## src/rtl/dmem_if.sv

```systemverilog
// Data-memory bus between the MEM stage (master) and data memory (slave).
// Handshake: the master holds req/we/be/addr/wdata stable from the first req cycle
// through the cycle where gnt=1, which completes the request phase. For loads, rvalid
// pulses once later with rdata valid in that same cycle. gnt/rvalid carry no back-pressure.
interface dmem_if;
  logic        dmem_req;
  logic        dmem_we;
  logic [3:0]  dmem_be;
  logic [31:0] dmem_addr;
  logic [31:0] dmem_wdata;
  logic        dmem_gnt;
  logic        dmem_rvalid;
  logic [31:0] dmem_rdata;

  modport master (
    output dmem_req, dmem_we, dmem_be, dmem_addr, dmem_wdata,
    input  dmem_gnt, dmem_rvalid, dmem_rdata
  );

  modport slave (
    input  dmem_req, dmem_we, dmem_be, dmem_addr, dmem_wdata,
    output dmem_gnt, dmem_rvalid, dmem_rdata
  );
endinterface

```

## src/rtl/memory_stage.sv

```systemverilog
// RV32 MEM stage: one load/store per instruction on the req/gnt/rvalid bus, with
// lane steering, load extension, timeout fault, flush handling and a registered result.
module memory_stage #(
  parameter int TIMEOUT_CYCLES = 255
) (
  input  logic        clk,
  input  logic        reset_n,
  input  logic        valid_in,
  input  logic        mem_read,
  input  logic        mem_write,
  input  logic [2:0]  funct3,
  input  logic [31:0] alu_data,
  input  logic [31:0] memory_data,
  input  logic        flush,
  dmem_if.master      dmem,
  output logic        stall,
  output logic        wb_valid,
  output logic [31:0] wb_data,
  output logic        mem_exception,
  output logic [1:0]  mem_exception_code,
  output logic [1:0]  dbg_state
);

  localparam int CW = $clog2(TIMEOUT_CYCLES + 1);

  typedef enum logic [1:0] {S_IDLE = 2'd0, S_REQ = 2'd1, S_WAIT_RSP = 2'd2} state_e;

  state_e        state_q, state_d;
  logic [CW-1:0] cnt_q, cnt_d;
  logic          kill_q, kill_d;
  logic          we_q, we_d;
  logic [31:0]   addr_q, addr_d;
  logic [3:0]    be_q, be_d;
  logic [31:0]   wdata_q, wdata_d;
  logic [2:0]    funct3_q, funct3_d;
  logic          wb_valid_q, wb_valid_d;
  logic [31:0]   wb_data_q, wb_data_d;
  logic          exc_q, exc_d;
  logic [1:0]    code_q, code_d;

  logic          is_mem, illegal, misaligned, timed_out;
  logic [7:0]    ld_byte;
  logic [15:0]   ld_half;
  logic [31:0]   load_val;

  assign is_mem     = mem_read | mem_write;
  assign illegal    = mem_write ? (funct3[2] | (funct3[1:0] == 2'b11))
                                : !(funct3 inside {3'b000, 3'b001, 3'b010, 3'b100, 3'b101});
  assign misaligned = ((funct3[1:0] == 2'b01) && alu_data[0]) ||
                      ((funct3[1:0] == 2'b10) && (alu_data[1:0] != 2'b00));
  assign timed_out  = (cnt_q == CW'(TIMEOUT_CYCLES - 1));

  // Load lane select uses the latched byte offset and width.
  always_comb begin
    ld_byte  = dmem.dmem_rdata[{addr_q[1:0], 3'b000} +: 8];
    ld_half  = dmem.dmem_rdata[{addr_q[1], 4'b0000} +: 16];
    load_val = dmem.dmem_rdata;
    case (funct3_q)
      3'b000:  load_val = {{24{ld_byte[7]}}, ld_byte};
      3'b001:  load_val = {{16{ld_half[15]}}, ld_half};
      3'b100:  load_val = {24'b0, ld_byte};
      3'b101:  load_val = {16'b0, ld_half};
      default: load_val = dmem.dmem_rdata;
    endcase
  end

  always_comb begin
    state_d    = state_q;
    cnt_d      = cnt_q;
    kill_d     = kill_q;
    we_d       = we_q;
    addr_d     = addr_q;
    be_d       = be_q;
    wdata_d    = wdata_q;
    funct3_d   = funct3_q;
    wb_valid_d = 1'b0;
    wb_data_d  = wb_data_q;
    exc_d      = 1'b0;
    code_d     = code_q;
    stall      = 1'b0;
    case (state_q)
      S_IDLE: begin
        if (valid_in && !flush) begin
          if (!is_mem) begin
            wb_valid_d = 1'b1;
            wb_data_d  = alu_data;
          end else if (illegal || misaligned) begin
            wb_valid_d = 1'b1;
            wb_data_d  = 32'd0;
            exc_d      = 1'b1;
            code_d     = illegal ? 2'b10 : 2'b00;
          end else begin
            stall    = 1'b1;
            state_d  = S_REQ;
            cnt_d    = '0;
            kill_d   = 1'b0;
            we_d     = mem_write;
            addr_d   = alu_data;
            funct3_d = funct3;
            case (funct3[1:0])
              2'b00:   begin be_d = 4'b0001 << alu_data[1:0]; wdata_d = {4{memory_data[7:0]}}; end
              2'b01:   begin be_d = alu_data[1] ? 4'b1100 : 4'b0011; wdata_d = {2{memory_data[15:0]}}; end
              default: begin be_d = 4'b1111; wdata_d = memory_data; end
            endcase
          end
        end
      end
      S_REQ: begin
        stall = 1'b1;
        cnt_d = cnt_q + 1'b1;
        if (dmem.dmem_gnt) begin
          kill_d = kill_q | flush;
          if (we_q) begin
            stall   = 1'b0;
            state_d = S_IDLE;
            if (!(kill_q || flush)) begin
              wb_valid_d = 1'b1;
              wb_data_d  = 32'd0;
            end
          end else begin
            state_d = S_WAIT_RSP;
            cnt_d   = '0;
          end
        end else if (flush) begin
          // Killed before the bus took it: nothing to complete, let the pipeline move.
          stall   = 1'b0;
          state_d = S_IDLE;
        end else if (timed_out) begin
          stall      = 1'b0;
          state_d    = S_IDLE;
          wb_valid_d = !kill_q;
          wb_data_d  = 32'd0;
          exc_d      = !kill_q;
          code_d     = 2'b01;
        end
      end
      S_WAIT_RSP: begin
        stall  = 1'b1;
        cnt_d  = cnt_q + 1'b1;
        kill_d = kill_q | flush;
        if (dmem.dmem_rvalid) begin
          stall      = 1'b0;
          state_d    = S_IDLE;
          wb_valid_d = !(kill_q || flush);
          wb_data_d  = load_val;
        end else if (timed_out) begin
          stall      = 1'b0;
          state_d    = S_IDLE;
          wb_valid_d = !(kill_q || flush);
          wb_data_d  = 32'd0;
          exc_d      = !(kill_q || flush);
          code_d     = 2'b01;
        end
      end
      default: state_d = S_IDLE;
    endcase
  end

  always_ff @(posedge clk or negedge reset_n) begin
    if (!reset_n) begin
      state_q    <= S_IDLE;
      cnt_q      <= '0;
      kill_q     <= 1'b0;
      we_q       <= 1'b0;
      addr_q     <= 32'd0;
      be_q       <= 4'd0;
      wdata_q    <= 32'd0;
      funct3_q   <= 3'd0;
      wb_valid_q <= 1'b0;
      wb_data_q  <= 32'd0;
      exc_q      <= 1'b0;
      code_q     <= 2'd0;
    end else begin
      state_q    <= state_d;
      cnt_q      <= cnt_d;
      kill_q     <= kill_d;
      we_q       <= we_d;
      addr_q     <= addr_d;
      be_q       <= be_d;
      wdata_q    <= wdata_d;
      funct3_q   <= funct3_d;
      wb_valid_q <= wb_valid_d;
      wb_data_q  <= wb_data_d;
      exc_q      <= exc_d;
      code_q     <= code_d;
    end
  end

  assign dmem.dmem_req      = (state_q == S_REQ);
  assign dmem.dmem_we       = we_q;
  assign dmem.dmem_be       = be_q;
  assign dmem.dmem_addr     = {addr_q[31:2], 2'b00};
  assign dmem.dmem_wdata    = wdata_q;
  assign wb_valid           = wb_valid_q;
  assign wb_data            = wb_data_q;
  assign mem_exception      = exc_q;
  assign mem_exception_code = code_q;
  assign dbg_state          = state_q;

endmodule

```

## src/flat_wrapper.sv

```systemverilog
// flat-port wrapper written by rule: the top's interface ports become plain ports
module memory_stage_flat 
#(
  parameter int TIMEOUT_CYCLES = 255
)
  (clk, reset_n, valid_in, mem_read, mem_write, funct3, alu_data, memory_data, flush, stall, wb_valid, wb_data, mem_exception, mem_exception_code, dbg_state, dmem_dmem_req, dmem_dmem_we, dmem_dmem_be, dmem_dmem_addr, dmem_dmem_wdata, dmem_dmem_gnt, dmem_dmem_rvalid, dmem_dmem_rdata);
  dmem_if dmem_i ();
  input  logic clk;
  input  logic reset_n;
  input  logic valid_in;
  input  logic mem_read;
  input  logic mem_write;
  input  logic [2:0] funct3;
  input  logic [31:0] alu_data;
  input  logic [31:0] memory_data;
  input  logic flush;
  output logic stall;
  output logic wb_valid;
  output logic [31:0] wb_data;
  output logic mem_exception;
  output logic [1:0] mem_exception_code;
  output logic [1:0] dbg_state;
  output wire logic [$bits(dmem_i.dmem_req)-1:0] dmem_dmem_req;
  output wire logic [$bits(dmem_i.dmem_we)-1:0] dmem_dmem_we;
  output wire logic [$bits(dmem_i.dmem_be)-1:0] dmem_dmem_be;
  output wire logic [$bits(dmem_i.dmem_addr)-1:0] dmem_dmem_addr;
  output wire logic [$bits(dmem_i.dmem_wdata)-1:0] dmem_dmem_wdata;
  input wire logic [$bits(dmem_i.dmem_gnt)-1:0] dmem_dmem_gnt;
  input wire logic [$bits(dmem_i.dmem_rvalid)-1:0] dmem_dmem_rvalid;
  input wire logic [$bits(dmem_i.dmem_rdata)-1:0] dmem_dmem_rdata;
  assign dmem_dmem_req = dmem_i.dmem_req;
  assign dmem_dmem_we = dmem_i.dmem_we;
  assign dmem_dmem_be = dmem_i.dmem_be;
  assign dmem_dmem_addr = dmem_i.dmem_addr;
  assign dmem_dmem_wdata = dmem_i.dmem_wdata;
  assign dmem_i.dmem_gnt = dmem_dmem_gnt;
  assign dmem_i.dmem_rvalid = dmem_dmem_rvalid;
  assign dmem_i.dmem_rdata = dmem_dmem_rdata;
  memory_stage #(.TIMEOUT_CYCLES(TIMEOUT_CYCLES)) u_core (.clk(clk), .reset_n(reset_n), .valid_in(valid_in), .mem_read(mem_read), .mem_write(mem_write), .funct3(funct3), .alu_data(alu_data), .memory_data(memory_data), .flush(flush), .dmem(dmem_i), .stall(stall), .wb_valid(wb_valid), .wb_data(wb_data), .mem_exception(mem_exception), .mem_exception_code(mem_exception_code), .dbg_state(dbg_state));
endmodule
```

## config.mk

```make
export PLATFORM = sky130hd
export DESIGN_NAME = memory_stage_flat
export DESIGN_NICKNAME = d
export VERILOG_FILES = /design/src/rtl/dmem_if.sv /design/src/rtl/memory_stage.sv /design/src/flat_wrapper.sv
export SDC_FILE = /design/constraint.sdc
export NUM_CORES = 1
export LEC_CHECK = 0
export BUFFER_PORTS_ARGS = -buffer_cell sky130_fd_sc_hd__buf_2
export CORE_MARGIN = 1.5
export CORE_UTILIZATION = 51
export DETAILED_ROUTE_END_ITERATION = 10
export HOLD_SLACK_MARGIN = 0.03
export PLACE_DENSITY_LB_ADDON = 0.08
export SLEW_MARGIN = 40
export SYNTH_ARGS = -nofsm -noshare
export SYNTH_HDL_FRONTEND = slang
export SYNTH_SLANG_ARGS = --single-unit
```

## constraint.sdc

```tcl
create_clock -name clk -period 2.4 [get_ports clk]
set_input_delay 0.24 -clock clk [delete_from_list [all_inputs] [get_ports clk]]
set_output_delay 0.24 -clock clk [all_outputs]
set_load 0.1 [all_outputs]
```

Yosys cells after proc, flatten, opt, wreduce, memory -nomap -nowiden:

Index checks and enable logic that the tools add are counted.

* output and inout bits: 109
* bits in registers: 119

* reduce and logical (&&, ||, !) cells: 23
* bitwise logic cells: 4
* multiplexer cells: 69
* add/subtract/negate cells: 1
* shifts and indexed selects: 3
* equal/unequal tests: 25

Operators with widths (number)
* $mux 32: 9
* $pmux 32 s4: 1
* $pmux 32 s3: 1
* $pmux 32 s2: 1
* $mux 8: 5
* $mux 2: 16
* $shiftx 32x6->16: 1
* $shiftx 32x6->8: 1
* $mux 1: 27
* $pmux 8 s3: 1
* $eq 3x3->1 const B: 4
* $pmux 1 s3: 4
* $pmux 2 s3: 2
* $add 8x1->8 const B: 1
* $eq 8x8->1 const B: 1
* $ne 2x1->1 const B: 4
* $ne 2x2->1 const B: 4
* $pmux 4 s2: 1
* $reduce_and 4->1: 2
* $reduce_and 7->1: 1
* $eq 2x2->1 const B: 3
* $eq 3x1->1 const B: 2
* $logic_not 3->1: 2
* $ne 3x2->1 const B: 2
* other kinds (17): 29

Depth between registers and ports, before layout:

Gate-level depths: netlist (run 1).

* depth in word-level cells: 9
* mapped depth: 8

Worst setup path after synthesis (run 1):

No wires, ideal clock.

* path kind: reg-to-output
* start point: register u_core.state_q[0], in the netlist u_core.dbg_state[0]
* end point: output port stall
* data arrival time: 3.952 ns
* required time: 2.160 ns
* setup slack: -1.792 ns
* stages on the path, launching flop included: 6
* buffers on the path: 0
* cells stage by stage: dfrtp_1 -> ha_1 -> nand2b_1 -> nor2_1 -> o21ai_0 -> a31oi_1

* longest elaborated chain between the ends: 2
* elaborated cells between the ends (all ways): 4
* classes of those cells: 2 x eq/ne; 1 x mux; 1 x reduce/logical

Ends and longest elaborated chain
* start: declaration: RTL line memory_stage.sv:28 `state_e state_q, state_d;`
* start signal: assignment: RTL line memory_stage.sv:174 `state_q <= state_d;`
* $eq 2x1->1
* named net dmem_dmem_req: RTL line flat_wrapper.sv:23 `output wire logic [$bits(dmem_i.dmem_req)-1:0] dmem_dmem_req;`
* $pmux 1 s3: RTL line memory_stage.sv:81 `case (state_q)`
* end: declaration: RTL line flat_wrapper.sv:17 `output logic stall;`

The timed path passes the listed nets, and every way through them passes these cells.

Worst setup path after layout (run 1):

* start point: register u_core.state_q[0], in the netlist u_core.dbg_state[0]
* end point: output port stall

* longest elaborated chain between the ends: 2
* elaborated cells between the ends (all ways): 4
* classes of those cells: 2 x eq/ne; 1 x mux; 1 x reduce/logical

Ends and longest elaborated chain (RTL line)
* $eq 2x2->1 (tied with other cells): memory_stage.sv:81
* $pmux 1 s3 *: memory_stage.sv:81

Mark *: on every way between the ends. The rest lies on a longest branch, timed or not.

==> results.cfg, run 1 <==
[yosys]
synth_area_leaders = dfrtp_1, mux2_1, mux2i_1
synth_ff_type = dfrtp_1
syn-cell-area_mm2 = 0.00623
netlist.area_leader.share = 0.478
synth.largest_area_cell = dfrtp_1
synthDistinctLibCells = 54
synth_warnings = 0
ys_ff_latch = 119
syn_inst = 577
synth_edf_count = 0
synthArstFlopShare = 1.00
seq_area_frac_synth = 0.478
syn_avg_cell_area_um2 = 10.8

[cts]
htreeDepth = 4
post-cts-setup-buffers = 0
cts.clk_slew.worst_paths_ns = 0.05
numCtsBuffers = 17
cts_tree = built
clock_path_buffers = 2
root_buffer = clkbuf_16
clock_latency_ns = 0.41
clock_sinks = 119

[worst_hold_path]
hold_class = in2reg
holdPathEnd = u_core.addr_q[28]
hp-start = alu_data[28]
holdPathStages = 2

[timing]
tightest_slew_ns = 0.741
min_period_over_period = 0.949
max_clock_freq_mhz = 439
hold_slack_ns = 0.0579
setup-tns-final_ns = 0
maxSlewHeadroom = 0.506
min_period_ns = 2.28
report.final.slew_viol_count = 0
final-hold-violation-count = 0
finalSetupViolCount = 0
setup_ws_ns = 0.122
skew_ns = 0.00793
rsz0062_at_grt = false

[worst_setup_path]
worst-r2r-setup-slack_ns = 0.17
r2r-end = u_core.wb_data[18]
critPathCaptureType = primary output
worstPathMaxFanout = 7
cp.required_ns = 2.16
path_class = reg2out
worstPathArrival_ns = 2.04
reg2reg_depth = 7
reg2reg_from = u_core.dbg_state[0]
cp-start-kind = flip-flop

[run]
cap_violations = 0

[placement]
numPortBuffers = 213
dp_slack_ns = 0.197
gp_congestion = 0.854
dp_hpwl_um = 12700

[layout]
final_common_cell = buf_2
antennaDiodeCount = 0
final_net_count = 872
nFillCells = 970
multi_input_area_mm2 = 0.00281
final_util = 0.661
mostFrequentLayoutCells = buf_2, dfrtp_1, mux2_1
drive_gt1_frac = 0.366
seqCellArea_mm2 = 0.00299
area_growth_pct = 26.9

[global_route]
first_global_vias = 5193
grt_max_degree = 71
overflow = 0
track_usage = 0.275
grt_pass1_wl_um = 27300
antenna_found_initial = 0

[die]
rows = 40
die_y_um = 114
core_area_mm2 = 0.0120
die_w_um = 114
start_util = 0.521
dieArea_mm2 = 0.0129
io_pins = 216

[routing]
drt_wl_total_um = 17300
drt-vias-per-instance = 5.80
drt_iter0_drc = 321
vias = 5327
drcViolationCount = 0
antenna_left = 0
wire_per_inst_um = 18.8
drt_pass1_iterations = 4

[status]
status = finished clean
-- synth_stat cells, drive strengths merged, types with 2 or more instances --
cell / count
nor2: 23
mux2i: 38
o21a: 6
a41oi: 2
buf: 51
o2bb2ai: 28
nand3b: 2
o221ai: 2
o41ai: 3
inv: 15
a221oi: 29
and3: 2
nand3: 7
o22ai: 6
ha: 6
and4: 2
clkbuf: 18
a211oi: 3
a21oi: 28
nand2: 43
nor4: 3
o31ai: 3
nor2b: 3
nor3b: 2
nand4: 4
mux2: 45
nand2b: 6
dfrtp: 119
nor3: 7
o21ai: 50
a21o: 5
o211ai: 3
a31oi: 2
-- state kept, by name (all words and copies together) (netlist names) --
name and count:
u_core.addr_q 32, u_core.cnt_q 8, u_core.wb_valid 1, u_core.funct3_q 3
u_core.dmem.dmem_wdata 32, u_core.kill_q 1, u_core.dmem.dmem_we 1, u_core.dbg_state 2
u_core.mem_exception_code 2, u_core.dmem.dmem_be 4, u_core.wb_data 32, u_core.mem_exception 1
-- area by class of cell --
class | count | area share
clock inverters | 10 | 0.0161
flip-flops and latches | 119 | 0.378
multi-input cells | 375 | 0.355
well taps | 147 | 0.0233
clock buffers | 21 | 0.0583
repair buffers | 231 | 0.162
inverters | 15 | 0.00712
-- stage by stage --
step / cells / instance area (um2)
floorplan: 578 / 6270
global placement: 886 / 7290
detailed placement: 886 / 7300
CTS: 918 / 7890
global route: 918 / 7900
finish: 918 / 7900
-- cell families (layout without fill, tap and decap cells) --
logic type / after synthesis / after routing / share of synthesized area
buffers and inverters: 84 / 277 / 0.0793
adders and majority gates: 6 / 6 / 0.0121
and+or+nand+nor: 105 / 105 / 0.0825
DFF: 119 / 119 / 0.478
muxes: 84 / 84 / 0.146
other: 1 / 2 / 0.000602
AOI/OAI and AO/OA: 178 / 178 / 0.201
-- worst max-delay path: stages (launching register included) --
cell	delay [ns]
dfrtp_4	0.50
inv_1	0.11
ha_2	0.24
nor2b_2	0.20
o21ai_1	0.15
a31oi_4	0.22
buf_12	0.20
-- how the worst max path moves through the flow --
stage	slack, ns	cells after the start	from	to
floorplan	0.03	7	u_core.dbg_state[0]	stall
global placement	0.10	6	u_core.dbg_state[0]	u_core.wb_data[17]
detailed placement	0.20	8	u_core.dbg_state[0]	u_core.wb_data[4]
CTS	0.03	6	u_core.dbg_state[0]	stall
global route	0.04	6	u_core.dbg_state[0]	stall
finish	0.12	6	u_core.dbg_state[0]	stall
-- layer usage --
layer,wire [um],GRT usage,vias to the layer above
met2,8330,0.446,219
met5,0,0,-
met3,1300,0.0691,37
li1,-,-,2478
met1,7160,0.347,2593
met4,497,0.129,0
-- repair_timing --
| action | CTS | global route |
|---|---|---|
| gates resized for setup | 1 | 4 |
| setup endpoints to repair | 1 | 2 |
| endpoints found under the hold margin | 46 | 0 |
| hold buffers | 1 | 0 |
Power of run 1 is not shown: default switching activity piles up to over one toggle a cycle in this logic, so the estimate is an artifact.
==> run 2, diff against run 1 <==
Settings changed: PLACE_DENSITY set to 0.79, PLACE_DENSITY_LB_ADDON 0.08 to unset.
==> results.cfg, run 2 (synthesized netlist as in run 1, its figures left out) <==
[worst_setup_path]
endpoint = stall
cp.required_ns = 2.16
critical_path.top_delay_family = flip-flops
critPathCaptureType = primary output
reg2reg_from = u_core.dbg_state[0]
worstPathArrival_ns = 2.06
path_class = reg2out
cp-start-kind = flip-flop
worstPathBufferInverterCount = 2
slowest_delay_ns = 0.50
r2r-end = u_core.wb_data[5]
worst-r2r-setup-slack_ns = 0.15
critical-path-slowest-cell = dfrtp_4
crit_start = u_core.dbg_state[0]
reg2reg_depth = 8
worstPathMaxFanout = 7
cp.depth = 6
worstPathCellList = inv_1 > ha_2 > nor2b_1 > o21ai_1 > a31oi_4 > buf_12

[die]
die_w_um = 114
rows = 40
core_area_mm2 = 0.0120
start_util = 0.521
die_y_um = 114
io_pins = 216
dieArea_mm2 = 0.0129

[routing]
drcViolationCount = 0
drt_pass1_iterations = 5
vias = 5447
wire_per_inst_um = 19.0
drt_iter0_drc = 485
drt_wl_total_um = 17500
antenna_left = 0
drt-vias-per-instance = 5.91

[global_route]
grt_max_degree = 84
antenna_found_initial = 0
grt_pass1_wl_um = 27700
track_usage = 0.278
overflow = 0
first_global_vias = 5416

[cts]
cts_tree = built
clock_sinks = 119
cts.clk_slew.worst_paths_ns = 0.05
clock_path_buffers = 2
clock_latency_ns = 0.42
htreeDepth = 4
post-cts-setup-buffers = 0
numCtsBuffers = 17
root_buffer = clkbuf_16

[placement]
dp.cells = 888
numPortBuffers = 213
dp_hpwl_um = 12900
gp_congestion = 0.904
placed_area_mm2 = 0.00729

[timing]
min_period_ns = 2.30
final-hold-violation-count = 0
max_clock_freq_mhz = 435
tightest_slew_ns = 0.762
finalSetupViolCount = 0
skew_ns = 0.00981
maxSlewHeadroom = 0.492
rsz0062_at_grt = false
min_period_over_period = 0.959
hold_slack_ns = 0.0522
report.final.slew_viol_count = 0
setup-tns-final_ns = 0

[layout]
final_common_cell = buf_2
area_growth_pct = 27.0
antennaDiodeCount = 0
final_net_count = 874
layoutNonFillerInstCount = 921
seqCellArea_mm2 = 0.00299
drive_gt1_frac = 0.362
mostFrequentLayoutCells = buf_2, dfrtp_1, mux2_1
multi_input_area_mm2 = 0.00280
nFillCells = 974
design_area_mm2 = 0.00791

[run]
cap_violations = 0

[status]
status = finished clean

[worst_hold_path]
hold_class = in2reg
==> run 2: changes by cell type in the layout (fill, tap and decap cells not counted), sizes merged <==
cell	before	now
buf	230	232
clkbuf	21	23
clkinv	6	4
bufinv	3	4
==> run 2: how the worst min path moves through the flow <==
stage                        endpoint          from  depth (start not counted)  slack, ns
floorplan            u_core.addr_q[0]       reset_n                          0      -0.06
global placement    u_core.wb_data[6]       reset_n                          2       0.30
detailed placement  u_core.wb_data[4]       reset_n                          2       0.32
CTS                 u_core.addr_q[22]  alu_data[22]                          2       0.04
global route        u_core.addr_q[22]  alu_data[22]                          2       0.05
finish              u_core.addr_q[19]  alu_data[19]                          2       0.05
==> run 2: final cells by class <==
type | count | share of cell area
inverter | 15 | 0.00711
tap | 147 | 0.0232
clock buffer | 23 | 0.0591
multi-input combinational | 375 | 0.354
timing repair buffer | 233 | 0.161
clock inverter | 9 | 0.0187
sequential | 119 | 0.377
==> run 2: routing by layer <==
metal  wire [um]  vias to the layer above  global-route usage
li1            -                     2483                   -
met1        7240                     2647               0.341
met2        8460                      282               0.459
met3        1370                       35              0.0781
met4         458                        0               0.120
met5           0                        -                   0
==> run 2: metrics by stage <==
stage                      util  worst slack, ns
after floorplan               -           0.0306
after global placement    0.609            0.168
after detailed placement  0.609            0.181
after CTS                 0.661          0.00144
after global routing      0.662           0.0202
final                     0.662           0.0986
==> run 2: repair_timing <==
item	in CTS	in global routing
endpoints found under the hold margin	119	0
gates resized for setup	0	2
hold buffers	1	0
setup endpoints to repair	0	1
Power of run 2 is left out for the same reason.
